<file path="src/rtl/fetch_if_stage.sv">
// Instruction-fetch stage with IF/ID pipeline register for the RV32I core.
// One fetch outstanding at a time, a one-entry skid for decode stalls, and redirect/flush from execute.
`timescale 1ns/1ps
module fetch_if_stage #(
    parameter int              XLEN      = 32,
    parameter logic [XLEN-1:0] RESET_PC  = '0,
    parameter logic [XLEN-1:0] NOP_INSTR = 32'h0000_0013
) (
    input  logic            clk,
    input  logic            rst,
    output logic            imem_req,
    output logic [XLEN-1:0] imem_addr,
    input  logic            imem_gnt,
    input  logic            imem_rvalid,
    input  logic [XLEN-1:0] imem_rdata,
    output logic            id_valid,
    output logic [XLEN-1:0] id_instr,
    output logic [XLEN-1:0] id_pc,
    output logic [6:0]      id_opcode,
    input  logic            id_stall,
    input  logic            redirect,
    input  logic [XLEN-1:0] redirect_pc
);

    typedef enum logic [2:0] {
        S_IDLE,
        S_ISSUE,
        S_WAIT,
        S_FULL,
        S_DROP
    } state_e;

    state_e          state_q, state_d;
    logic [XLEN-1:0] pc_q, pc_d;
    logic [XLEN-1:0] req_pc_q, req_pc_d;
    logic            skid_valid_q, skid_valid_d;
    logic [XLEN-1:0] skid_instr_q, skid_instr_d;
    logic [XLEN-1:0] skid_pc_q, skid_pc_d;
    logic            id_valid_q, id_valid_d;
    logic [XLEN-1:0] id_instr_q, id_instr_d;
    logic [XLEN-1:0] id_pc_q, id_pc_d;
    logic            id_load;
    logic            can_load;

    assign imem_req  = (state_q == S_ISSUE);
    assign imem_addr = imem_req ? pc_q : '0;
    assign id_valid  = id_valid_q;
    assign id_instr  = id_instr_q;
    assign id_pc     = id_pc_q;
    assign id_opcode = id_instr_q[6:0];
    assign can_load  = !id_valid_q || !id_stall;

    always_comb begin
        state_d      = state_q;
        pc_d         = pc_q;
        req_pc_d     = req_pc_q;
        skid_valid_d = skid_valid_q;
        skid_instr_d = skid_instr_q;
        skid_pc_d    = skid_pc_q;
        id_valid_d   = id_valid_q;
        id_instr_d   = id_instr_q;
        id_pc_d      = id_pc_q;
        id_load      = 1'b0;

        case (state_q)
            S_IDLE: state_d = S_ISSUE;
            S_ISSUE: begin
                if (imem_gnt) begin
                    req_pc_d = pc_q;
                    state_d  = S_WAIT;
                end
            end
            S_WAIT: begin
                if (imem_rvalid) begin
                    pc_d = req_pc_q + XLEN'(4);
                    if (can_load) begin
                        id_valid_d = 1'b1;
                        id_instr_d = imem_rdata;
                        id_pc_d    = req_pc_q;
                        id_load    = 1'b1;
                        state_d    = S_ISSUE;
                    end else begin
                        skid_valid_d = 1'b1;
                        skid_instr_d = imem_rdata;
                        skid_pc_d    = req_pc_q;
                        state_d      = S_FULL;
                    end
                end
            end
            S_FULL: begin
                if (!id_stall) begin
                    id_valid_d   = 1'b1;
                    id_instr_d   = skid_instr_q;
                    id_pc_d      = skid_pc_q;
                    id_load      = 1'b1;
                    skid_valid_d = 1'b0;
                    state_d      = S_ISSUE;
                end
            end
            S_DROP: begin
                if (imem_rvalid) state_d = S_ISSUE;
            end
            default: state_d = S_IDLE;
        endcase

        if (id_valid_q && !id_stall && !id_load) begin
            id_valid_d = 1'b0;
            id_instr_d = NOP_INSTR;
            id_pc_d    = '0;
        end

        // A redirect while a stale fetch is still in flight (including one already in DROP) must keep draining it.
        if (redirect && state_q != S_IDLE) begin
            pc_d         = redirect_pc & ~XLEN'(3);
            id_valid_d   = 1'b0;
            id_instr_d   = NOP_INSTR;
            id_pc_d      = '0;
            skid_valid_d = 1'b0;
            if (((state_q == S_WAIT || state_q == S_DROP) && !imem_rvalid) ||
                (state_q == S_ISSUE && imem_gnt))
                state_d = S_DROP;
            else
                state_d = S_ISSUE;
        end
    end

    always_ff @(posedge clk or posedge rst) begin
        if (rst) begin
            state_q      <= S_IDLE;
            pc_q         <= RESET_PC;
            req_pc_q     <= '0;
            skid_valid_q <= 1'b0;
            skid_instr_q <= '0;
            skid_pc_q    <= '0;
            id_valid_q   <= 1'b0;
            id_instr_q   <= NOP_INSTR;
            id_pc_q      <= '0;
        end else begin
            state_q      <= state_d;
            pc_q         <= pc_d;
            req_pc_q     <= req_pc_d;
            skid_valid_q <= skid_valid_d;
            skid_instr_q <= skid_instr_d;
            skid_pc_q    <= skid_pc_d;
            id_valid_q   <= id_valid_d;
            id_instr_q   <= id_instr_d;
            id_pc_q      <= id_pc_d;
        end
    end

endmodule
</file>
<file path="config.mk">
export PLATFORM = sky130hd
export DESIGN_NAME = fetch_if_stage
export DESIGN_NICKNAME = d
export VERILOG_FILES = /design/src/rtl/fetch_if_stage.sv
export SDC_FILE = /design/constraint.sdc
export NUM_CORES = 1
export LEC_CHECK = 0
export ABC_CLOCK_PERIOD_IN_PS = 14020
export BUFFER_PORTS_ARGS = -buffer_cell sky130_fd_sc_hd__buf_2
export CORE_ASPECT_RATIO = 0.7
export CORE_UTILIZATION = 56
export DETAILED_ROUTE_END_ITERATION = 16
export GPL_TIMING_DRIVEN = 0
export PLACE_DENSITY_LB_ADDON = 0.1
export SLEW_MARGIN = 25
export SYNTH_ARGS = -nofsm -noshare
export SYNTH_HDL_FRONTEND = slang
export SYNTH_SLANG_ARGS = --single-unit
</file>
<file path="constraint.sdc">
create_clock -name clk -period 14.02 [get_ports clk]
set_input_delay 0.701 -clock clk [delete_from_list [all_inputs] [get_ports clk]]
set_output_delay 0.701 -clock clk [all_outputs]
set_load 0.02 [all_outputs]
</file>
==> results of run 1 <==
worst reg2reg max path: stages, from the launching register on:
cell and delay [ps]:
dfrtp_1 350, buf_2 170, o31ai_2 440, clkbuf_1 510, clkbuf_1 530, nand3_1 180
o211ai_1 130
metrics by stage:
step	area [um^2]	std cells	total power, W	util [%]	hold slack, ps
finish	10910	1223	0.002128	69.55	242.1
detailed placement	10280	1191	0.001602	65.52	460.9
global route	10910	1223	0.002251	69.55	256.4
floorplan	9106	817	0.001351	-	455.3
global placement	10220	1189	0.001584	65.12	456.2
CTS	10910	1223	0.002131	69.55	242.0
flip-flops by register name, indices dropped and copies added (netlist names):
register	flops
skid_pc_q	32
id_valid	1
skid_instr_q	32
id_instr	32
id_pc	32
pc_q	32
req_pc_q	32
state_q	3
cells by family after synthesis:
| kind of cell | synth area share, % |
|---|---|
| buffers and inverters | 3.696 |
| XOR/XNOR | 1.924 |
| adder cells (fa/ha/maj) | 0.1374 |
| multiplexers | 18.70 |
| AO/OA/AOI/OAI | 9.013 |
| AND/OR/NAND/NOR | 12.63 |
| flip-flops | 53.90 |
worst max-delay path by stage:
stage                    endpoint  cells after the start
global placement        id_pc[11]                      2
global route        imem_addr[31]                      5
finish              imem_addr[31]                      5
floorplan            id_instr[10]                      1
detailed placement  imem_addr[31]                      5
CTS                 imem_addr[31]                      5
final cells by class:
type	count	area, um^2
Sequential cell	196	4908
Fill cell	1230	4777
Multi-Input combinational cell	548	3861
Timing Repair Buffer	174	915.9
Clock buffer	21	460.4
Buffer	67	314.1
Tap cell	200	250.2
Clock inverter	11	172.7
Inverter	6	30.03
layer usage:
layer	part of all wire [%]	vias to the layer above	global-route usage, %	routed length (um)
li1	-	3268	-	-
met1	47	3436	41.42	10660
met2	45	243	42.47	10050
met3	6.9	21	7.432	1547
met4	1.1	0	7.284	241
met5	0	-	0	0
power by group through the flow:
stage | sequential, W | combinational (W) | clock, W
floorplan | 0.000862 | 0.000490 | 0
global placement | 0.000845 | 0.000739 | 0
detailed placement | 0.000849 | 0.000753 | 0
CTS | 0.000840 | 0.000757 | 0.000534
global route | 0.000865 | 0.000827 | 0.000558
finish | 0.000844 | 0.000758 | 0.000526
cells in the final DEF, fill, tap and decap left out, drive strengths merged, types with 5 or more instances in the layout:
master,n
inv,8
xor2,10
clkbuf,52
and3,40
nand4,9
o21ai,96
xnor2,10
nor3,8
a21oi,26
nand3,17
dfrtp,193
mux2i,61
nor2,27
nand2,97
mux2,97
o22ai,8
nor4,5
buf,210
==> flow_summary.json, run 1 <==
{
  "crit_fanout": 10,
  "io_pins": 175,
  "comb_power_share_pct": 35.6,
  "routed_wl_um": 22500,
  "drc": 0,
  "final_nets": 1081,
  "r2r_end": "pc_q[15]",
  "antenna_found_initial": 0,
  "gp_congestion": 0.8437,
  "cts.sinks": 196,
  "ys_top_cells_by_area": "dfrtp_1 53%, mux2_2 11%, mux2i_1 6.7%",
  "max-cap-violations": 0,
  "io_buffers": 172,
  "skew_ps": 9.703,
  "wl_per_cell_um": 18.40,
  "worstHoldPathType": "primary input to asynchronous set/reset pin",
  "hold_violations": 0,
  "async_flop_share_pct": 100.0,
  "yosysWarnings": 0,
  "ant_nets": 0,
  "max_stage_delay_ps": 470,
  "timing.critical_path.to_type": "primary output",
  "cts.path.max_buffers": 2,
  "postCtsSetupBuffers": 0,
  "cp_cell_sequence": "clkbuf_1 > clkbuf_1 > clkbuf_1 > and3_1 > buf_2",
  "cts-root-buf": "clkbuf_16",
  "drive_gt1_share_pct": 34.31,
  "die_width_um": 154.4,
  "rsz0062_at_grt": "no",
  "crit_required_ps": 13320,
  "worst_setup_path_start_kind": "flop",
  "dieArea_mm2": 0.01678,
  "setup_viol": 0,
  "seqPwrFrac_pct": 39.7,
  "synth_top_area_share_pct": 53.04,
  "dr.pass1.iters": 5,
  "track_usage_pct": 28.42,
  "synth-edff-count": 0,
  "ff2ff_setup_slack_ps": 11630,
  "critPathKind": "flop to primary output",
  "grt_pass1_vias": 6699,
  "pre_cts_slack_ps": 11370,
  "r2r_cells": 6,
  "fp-row-count": 38,
  "tns_ps": 0,
  "avgSynthCellArea_um2": 11.15,
  "fmax_ghz": 0.3157,
  "initial_core_util_pct": 58.04,
  "switchingPower_w": 0.0008004,
  "vias": 6968,
  "area_delta_synth_final_pct": 19.84,
  "hpwl_um": 15710,
  "viasPerCell": 5.697,
  "status": "complete, no violations",
  "first_iter_violations": 532,
  "sw_frac_of_total_pct": 37.62,
  "cts_buffers": 17,
  "layout_min_cycle_time_ps": 3167,
  "synth_cells": 817,
  "arrival_ps": 2470,
  "yosysMostFrequentCell": "dfrtp_1",
  "synth_top_area_cell": "dfrtp_1",
  "insertion_delay_ps": 430,
  "crit_start": "state_q[0]",
  "synth_area_mm2": 0.009106,
  "cts_tree": "done",
  "num_antenna_cells": 0,
  "grt_start_max_net_pins": 82,
  "r2r-start": "state_q[1]",
  "synth_seq_area_share_pct": 53.90,
  "cts_resized": 0,
  "grt-ovfl-total": 0,
  "fin_crit_sh_pct": 22.59,
  "p_int_w": 0.001327,
  "ys_top_cells_by_count": "193 x dfrtp_1, 97 x nand2_1, 92 x mux2_2",
  "tightest_slew_ps": 731.3,
  "synth_cell_types": 51,
  "crit_buf_inv": 4,
  "cts_max_level": 4,
  "worst_slack_ps": 10850,
  "synthFlopType": "dfrtp_1",
  "ir_drop_mv": 0.1495,
  "p_clk_share_pct": 24.7,
  "cts_hold_buf": 0,
  "path_common_cell": "clkbuf_1",
  "slowest_stage": "clkbuf_1",
  "critPathTopFamily": "buffers and inverters",
  "maxSlewViolCount": 0,
  "syn_nets": 888,
  "grt_pass1_wl_um": 36050,
  "power.density_mw_per_mm2": 195.0,
  "timing.slew.headroom_pct": 51.25,
  "path_clk_slew_ps": 70,
  "synth-seq-cells": 196,
  "die_y_um": 108.7,
  "design.core.area_mm2": 0.01569,
  "power_leakage_nw": 5.764
}
(Power assumes the default switching activity.)
==> inputs of run 2 (changes only) <==
--- a/config.mk
+++ b/config.mk
@@ -5,7 +5,8 @@
 export SDC_FILE = /design/constraint.sdc
 export NUM_CORES = 1
 export LEC_CHECK = 0
-export ABC_CLOCK_PERIOD_IN_PS = 14020
+export ABC_AREA = 1
+export ABC_CLOCK_PERIOD_IN_PS = 3280
 export BUFFER_PORTS_ARGS = -buffer_cell sky130_fd_sc_hd__buf_2
 export CORE_ASPECT_RATIO = 0.7
 export CORE_UTILIZATION = 56
==> constraint.sdc (replaced) <==
create_clock -name clk -period 3.28 [get_ports clk]
set_input_delay 0.164 -clock clk [delete_from_list [all_inputs] [get_ports clk]]
set_output_delay 0.164 -clock clk [all_outputs]
set_load 0.02 [all_outputs]
==> flow_summary.json, run 2 <==
{
  "synthFlopType": "dfrtp_1",
  "design.core.area_mm2": 0.01752,
  "maxSlewViolCount": 0,
  "num_antenna_cells": 0,
  "synth_area_mm2": 0.01026,
  "max_stage_delay_ps": 480,
  "cts_buffers": 17,
  "path_clk_slew_ps": 70,
  "power_leakage_nw": 6.941,
  "p_int_w": 0.005924,
  "final_common_cell": "nand2_1",
  "ys_top_cells_by_area": "dfrtp_1 47%, nand2_1 24%, o21ai_0 6.4%",
  "io_buffers": 172,
  "avgSynthCellArea_um2": 6.916,
  "hpwl_um": 22090,
  "crit_buf_inv": 4,
  "p_clk_share_pct": 18.6,
  "sw_frac_of_total_pct": 46.14,
  "fin_crit_sh_pct": 76.95,
  "fp-row-count": 40,
  "synth_top_area_share_pct": 47.09,
  "stdcell_count": 1955,
  "worst_setup_path_start_kind": "flop",
  "seqPwrFrac_pct": 35.4,
  "synth_seq_area_share_pct": 47.86,
  "fmax_ghz": 0.3962,
  "synth_cell_types": 27,
  "routed_wl_um": 29770,
  "drc": 0,
  "dp_cells": 1893,
  "cts.sinks": 196,
  "dieArea_mm2": 0.01887,
  "cp_cell_sequence": "inv_1 > nor3_2 > inv_1 > buf_1 > nor2_1 > buf_2",
  "cts-root-buf": "clkbuf_16",
  "skew_ps": 9.768,
  "timing.critical_path.to_type": "primary output",
  "initial_core_util_pct": 58.55,
  "power.density_mw_per_mm2": 885.5,
  "ir_drop_mv": 0.5126,
  "cts.path.max_buffers": 2,
  "synth_cells": 1483,
  "worstHoldPathType": "primary input to flop",
  "arrival_ps": 2360,
  "async_flop_share_pct": 100.0,
  "die_width_um": 163.8,
  "drive_gt1_share_pct": 15.95,
  "synth-seq-cells": 196,
  "insertion_delay_ps": 440,
  "yosysWarnings": 0,
  "synth-edff-count": 0,
  "cts_tree": "done",
  "synth_top_area_cell": "dfrtp_1",
  "track_usage_pct": 33.21,
  "dr.pass1.iters": 6,
  "ant_nets": 0,
  "switchingPower_w": 0.005075,
  "antenna_found_initial": 0,
  "mostFrequentLayoutCells": "650 x nand2_1, 211 x buf_2, 193 x dfrtp_1, 143 x nor2_1, 136 x inv_1",
  "timing.slew.headroom_pct": 44.16,
  "cts_max_level": 4,
  "critPathTopFamily": "buffers and inverters",
  "p_total_w": 0.01100,
  "layout_min_cycle_time_ps": 2524,
  "vias": 10213,
  "first_iter_violations": 971,
  "path_common_cell": "inv_1",
  "grt_pass1_wl_um": 48040,
  "grt-ovfl-total": 0,
  "die_y_um": 115.2,
  "syn_nets": 1554,
  "crit_required_ps": 3120,
  "ys_top_cells_by_count": "650 x nand2_1, 193 x dfrtp_1, 143 x nor2_1",
  "hold_violations": 0,
  "area_delta_synth_final_pct": 21.12,
  "rsz0062_at_grt": "no",
  "final_nets": 1782,
  "critPathKind": "flop to primary output",
  "grt_start_max_net_pins": 32,
  "viasPerCell": 5.224,
  "cts_resized": 0,
  "slowest_stage": "dfrtp_1",
  "io_pins": 175,
  "crit_fanout": 10,
  "fillers": 1497,
  "tns_ps": 0,
  "tightest_slew_ps": 837.6,
  "max-cap-violations": 0,
  "wl_per_cell_um": 15.23,
  "comb_power_share_pct": 46.0,
  "setup_viol": 0,
  "grt_pass1_vias": 9334,
  "status": "complete, no violations",
  "yosysMostFrequentCell": "nand2_1",
  "gp_congestion": 0.9820
}
run 2: cell count changes after synthesis, sizes merged, moves of 7 or more:
cell,previous run,this run
a21oi,26,1
nand2,97,651
xnor2,10,1
nor2,27,145
nand3,17,101
buf,36,64
and3,40,0
mux2,97,0
o21ai,96,131
inv,6,139
mux2i,61,0
nand4,9,2
run 2: path summary, 6_finish.rpt:
check | start | end | slack, ps | cells after the start
worst max-delay path | state_q[0] | imem_addr[1] | 760 | 6
worst min-delay path | imem_rdata[12] | skid_instr_q[12] | 2 | 3
worst max register to register | state_q[2] | pc_q[7] | 1060 | 9
worst min register to register | id_instr[25] | id_instr[25] | 480 | 2
max in group asynchronous | rst | id_instr[4] | 1570 | 8
min in group asynchronous | rst | req_pc_q[10] | 290 | 3
run 2: timing repair:
item                                    4_1_cts  5_1_grt
buffers inserted                              0        0
hold endpoints to repair                     47        0
endpoints found under the setup margin        0        0
hold buffers                                 30        0
run 2: routing by layer:
layer,vias up,GRT usage (%),routed length (um)
met3,32,6.674,2468
met1,4791,49.65,14040
met2,403,49.27,12820
met4,0,8.519,446
li1,4987,-,-
met5,-,0,0
run 2: cell families (layout without fill, tap and decap cells):
kind of cell / after synthesis / in the layout / synth area share (%)
xor+xnor: 6 / 6 / 0.5124
compound gates: 147 / 147 / 7.515
buf+inv: 229 / 470 / 9.406
simple gates: 904 / 904 / 34.59
flops: 196 / 196 / 47.86
fa+ha+maj: 1 / 1 / 0.1220
run 2: cell type report:
class	count	area [um^2]	share of cell area, %
Inverter	139	525.5	4.230
Multi-Input combinational cell	1058	4383	35.28
Sequential cell	196	4908	39.51
Clock buffer	19	452.9	3.646
Clock inverter	13	111.4	0.8965
Timing Repair Buffer	209	1309	10.54
Tap cell	231	289.0	2.327
Buffer	90	442.9	3.566
run 2: worst register-to-register path, cell delays in order (launching register included):
cell and delay [ps]:
dfrtp_1 450, inv_1 100, nand2_1 70, nor2_1 260, nand2_1 110, nand2_1 140, clkbuf_1 480, inv_1 280
nand2_1 120, o211ai_1 90
run 2: power groups by stage:
stage | sequential (W) | clock (W) | combinational [W]
after global routing | 0.00399 | 0.00215 | 0.00570
after CTS | 0.00388 | 0.00205 | 0.00503
after floorplan | 0.00407 | 0 | 0.00320
final | 0.00390 | 0.00204 | 0.00506
after global placement | 0.00390 | 0 | 0.00486
after detailed placement | 0.00392 | 0 | 0.00497
run 2: through the flow:
step	utilization (%)	hold WS (ps)	area, um^2	setup slack (ps)
3_3_place_gp	65.14	389.9	11410	-635.2
3_5_place_dp	65.98	210.3	11560	1126
2_1_floorplan	-	297.0	10260	586.1
5_1_grt	70.91	9.378	12420	665.3
6_report	70.91	2.198	12420	756.2
4_1_cts	70.91	0.04652	12420	810.0
==> inputs of run 3 (changes only) <==
--- a/config.mk
+++ b/config.mk
@@ -6,10 +6,10 @@
 export NUM_CORES = 1
 export LEC_CHECK = 0
 export ABC_AREA = 1
-export ABC_CLOCK_PERIOD_IN_PS = 3280
+export ABC_CLOCK_PERIOD_IN_PS = 2200
 export BUFFER_PORTS_ARGS = -buffer_cell sky130_fd_sc_hd__buf_2
 export CORE_ASPECT_RATIO = 0.7
-export CORE_UTILIZATION = 56
+export CORE_UTILIZATION = 51
 export DETAILED_ROUTE_END_ITERATION = 16
 export GPL_TIMING_DRIVEN = 0
 export PLACE_DENSITY_LB_ADDON = 0.1
==> constraint.sdc (replaced) <==
create_clock -name clk -period 2.2 [get_ports clk]
set_input_delay 0.11 -clock clk [delete_from_list [all_inputs] [get_ports clk]]
set_output_delay 0.11 -clock clk [all_outputs]
set_load 0.02 [all_outputs]
==> flow_summary.json, run 3 (synthesis gave the netlist of run 2 again) <==
{
  "crit_fanout": 10,
  "wl_per_cell_um": 15.40,
  "multi_input_area_mm2": 0.004394,
  "worst_setup_path_start_kind": "flop",
  "max_stage_delay_ps": 470,
  "num_antenna_cells": 0,
  "cp_cell_sequence": "inv_1 > nand2_1 > nor2_1 > nand4_1 > buf_2 > clkbuf_1 > nand2_1 > o21ai_0",
  "critPathKind": "flop to flop",
  "antenna_found_initial": 0,
  "fin_crit_sh_pct": 97.28,
  "cts.sinks": 196,
  "dp_cells": 1926,
  "p_total_w": 0.01669,
  "track_usage_pct": 31.11,
  "cts-root-buf": "clkbuf_16",
  "setup_viol": 0,
  "cts_tree": "done",
  "timing.slew.headroom_pct": 49.87,
  "slowest_stage": "dfrtp_1",
  "final_area_mm2": 0.01283,
  "arrival_ps": 2440,
  "maxSlewViolCount": 0,
  "hold_violations": 0,
  "placed_area_mm2": 0.01161,
  "register_area_mm2": 0.004908,
  "insertion_delay_ps": 440,
  "fmax_ghz": 0.4672,
  "status": "complete, no violations",
  "grt_start_max_net_pins": 31,
  "routed_wl_um": 31100,
  "mostFrequentLayoutCells": "650 x nand2_1, 213 x buf_2, 193 x dfrtp_1, 143 x nor2_1, 135 x inv_1",
  "cts_max_level": 4,
  "final_common_cell": "nand2_1",
  "fp-row-count": 42,
  "path_clk_slew_ps": 70,
  "die_width_um": 171.5,
  "grt_pass1_wl_um": 49260,
  "final_util_pct": 66.50,
  "cts.path.max_buffers": 2,
  "drc": 0,
  "grt_pass1_vias": 9547,
  "io_pins": 175,
  "final_nets": 1813,
  "cts_buffers": 17,
  "hpwl_um": 22320,
  "skew_ps": 11.66,
  "viasPerCell": 5.128,
  "worstHoldPathType": "primary input to flop",
  "design.core.area_mm2": 0.01929,
  "area_delta_synth_final_pct": 25.06,
  "initial_core_util_pct": 53.18,
  "gp_congestion": 0.9487,
  "io_buffers": 172,
  "grt-ovfl-total": 0,
  "drive_gt1_share_pct": 16.07,
  "worst_slack_ps": 59.78,
  "crit_required_ps": 2500,
  "dr.pass1.iters": 5,
  "ant_nets": 0,
  "path_common_cell": "nand2_1",
  "stdcell_count": 2019,
  "tightest_slew_ps": 749.2,
  "power_leakage_nw": 7.087,
  "timing.critical_path.to_type": "flop",
  "dieArea_mm2": 0.02069,
  "die_y_um": 120.6,
  "ir_drop_mv": 0.5813,
  "first_iter_violations": 970,
  "power.density_mw_per_mm2": 1301,
  "vias": 10354,
  "max-cap-violations": 0,
  "pre_cts_slack_ps": -25.22,
  "layout_min_cycle_time_ps": 2140,
  "fillers": 1730
}
-- run 3: final cells by class --
type,instances,share of cell area [%]
timing repair buffer,240,12.72
tap,264,2.575
clock inverter,13,1.190
inverter,139,4.097
sequential,196,38.27
buffer,90,3.512
clock buffer,19,3.375
multi-input combinational,1058,34.26
-- run 3: report_power, final --
part           switching [W]  internal (W)
registers           0.000944       0.00489
clock network        0.00147       0.00169
logic                0.00523       0.00247
-- run 3: timing repair --
item,CTS,global route
endpoints found under the setup margin,34,29
gates resized for setup,5,5
endpoints found under the hold margin,80,0
hold buffers,60,0
pin swaps,0,1
buffers inserted,0,1
-- run 3: through the flow --
step | hold WS (ps) | setup TNS [ps]
2_1_floorplan | 243.0 | -84910
3_3_place_gp | 335.3 | -327710
3_5_place_dp | 214.3 | -49.79
4_1_cts | 3.760 | 0
5_1_grt | 28.84 | -1173
6_report | 9.388 | 0
-- run 3: critical path, delay by kind of cell, from the launching register on --
family | cells | cell delay [ps]
DFF | 1 | 470
buffers and inverters | 3 | 670
and+or+nand+nor | 4 | 770
AOI/OAI and AO/OA | 1 | 100
-- run 3: worst paths after layout --
| check | cells after the start | startpoint | slack, ps | endpoint |
|---|---|---|---|---|
| max in group asynchronous | 6 | rst | 900 | id_instr[0] |
| min | 4 | redirect_pc[19] | 9 | pc_q[19] |
| min reg2reg | 2 | id_pc[2] | 470 | id_pc[2] |
| max | 8 | state_q[2] | 60 | skid_instr_q[3] |
| max reg2reg | 8 | state_q[2] | 60 | skid_instr_q[3] |
| min in group asynchronous | 3 | rst | 290 | skid_pc_q[11] |
-- run 3: per-layer routing --
layer	vias to the layer above	wire [um]	GRT usage, %
met5	-	0	0
met4	0	414	6.696
met3	39	2670	6.088
met2	422	13820	47.14
met1	4845	14190	45.94
li1	5048	-	-
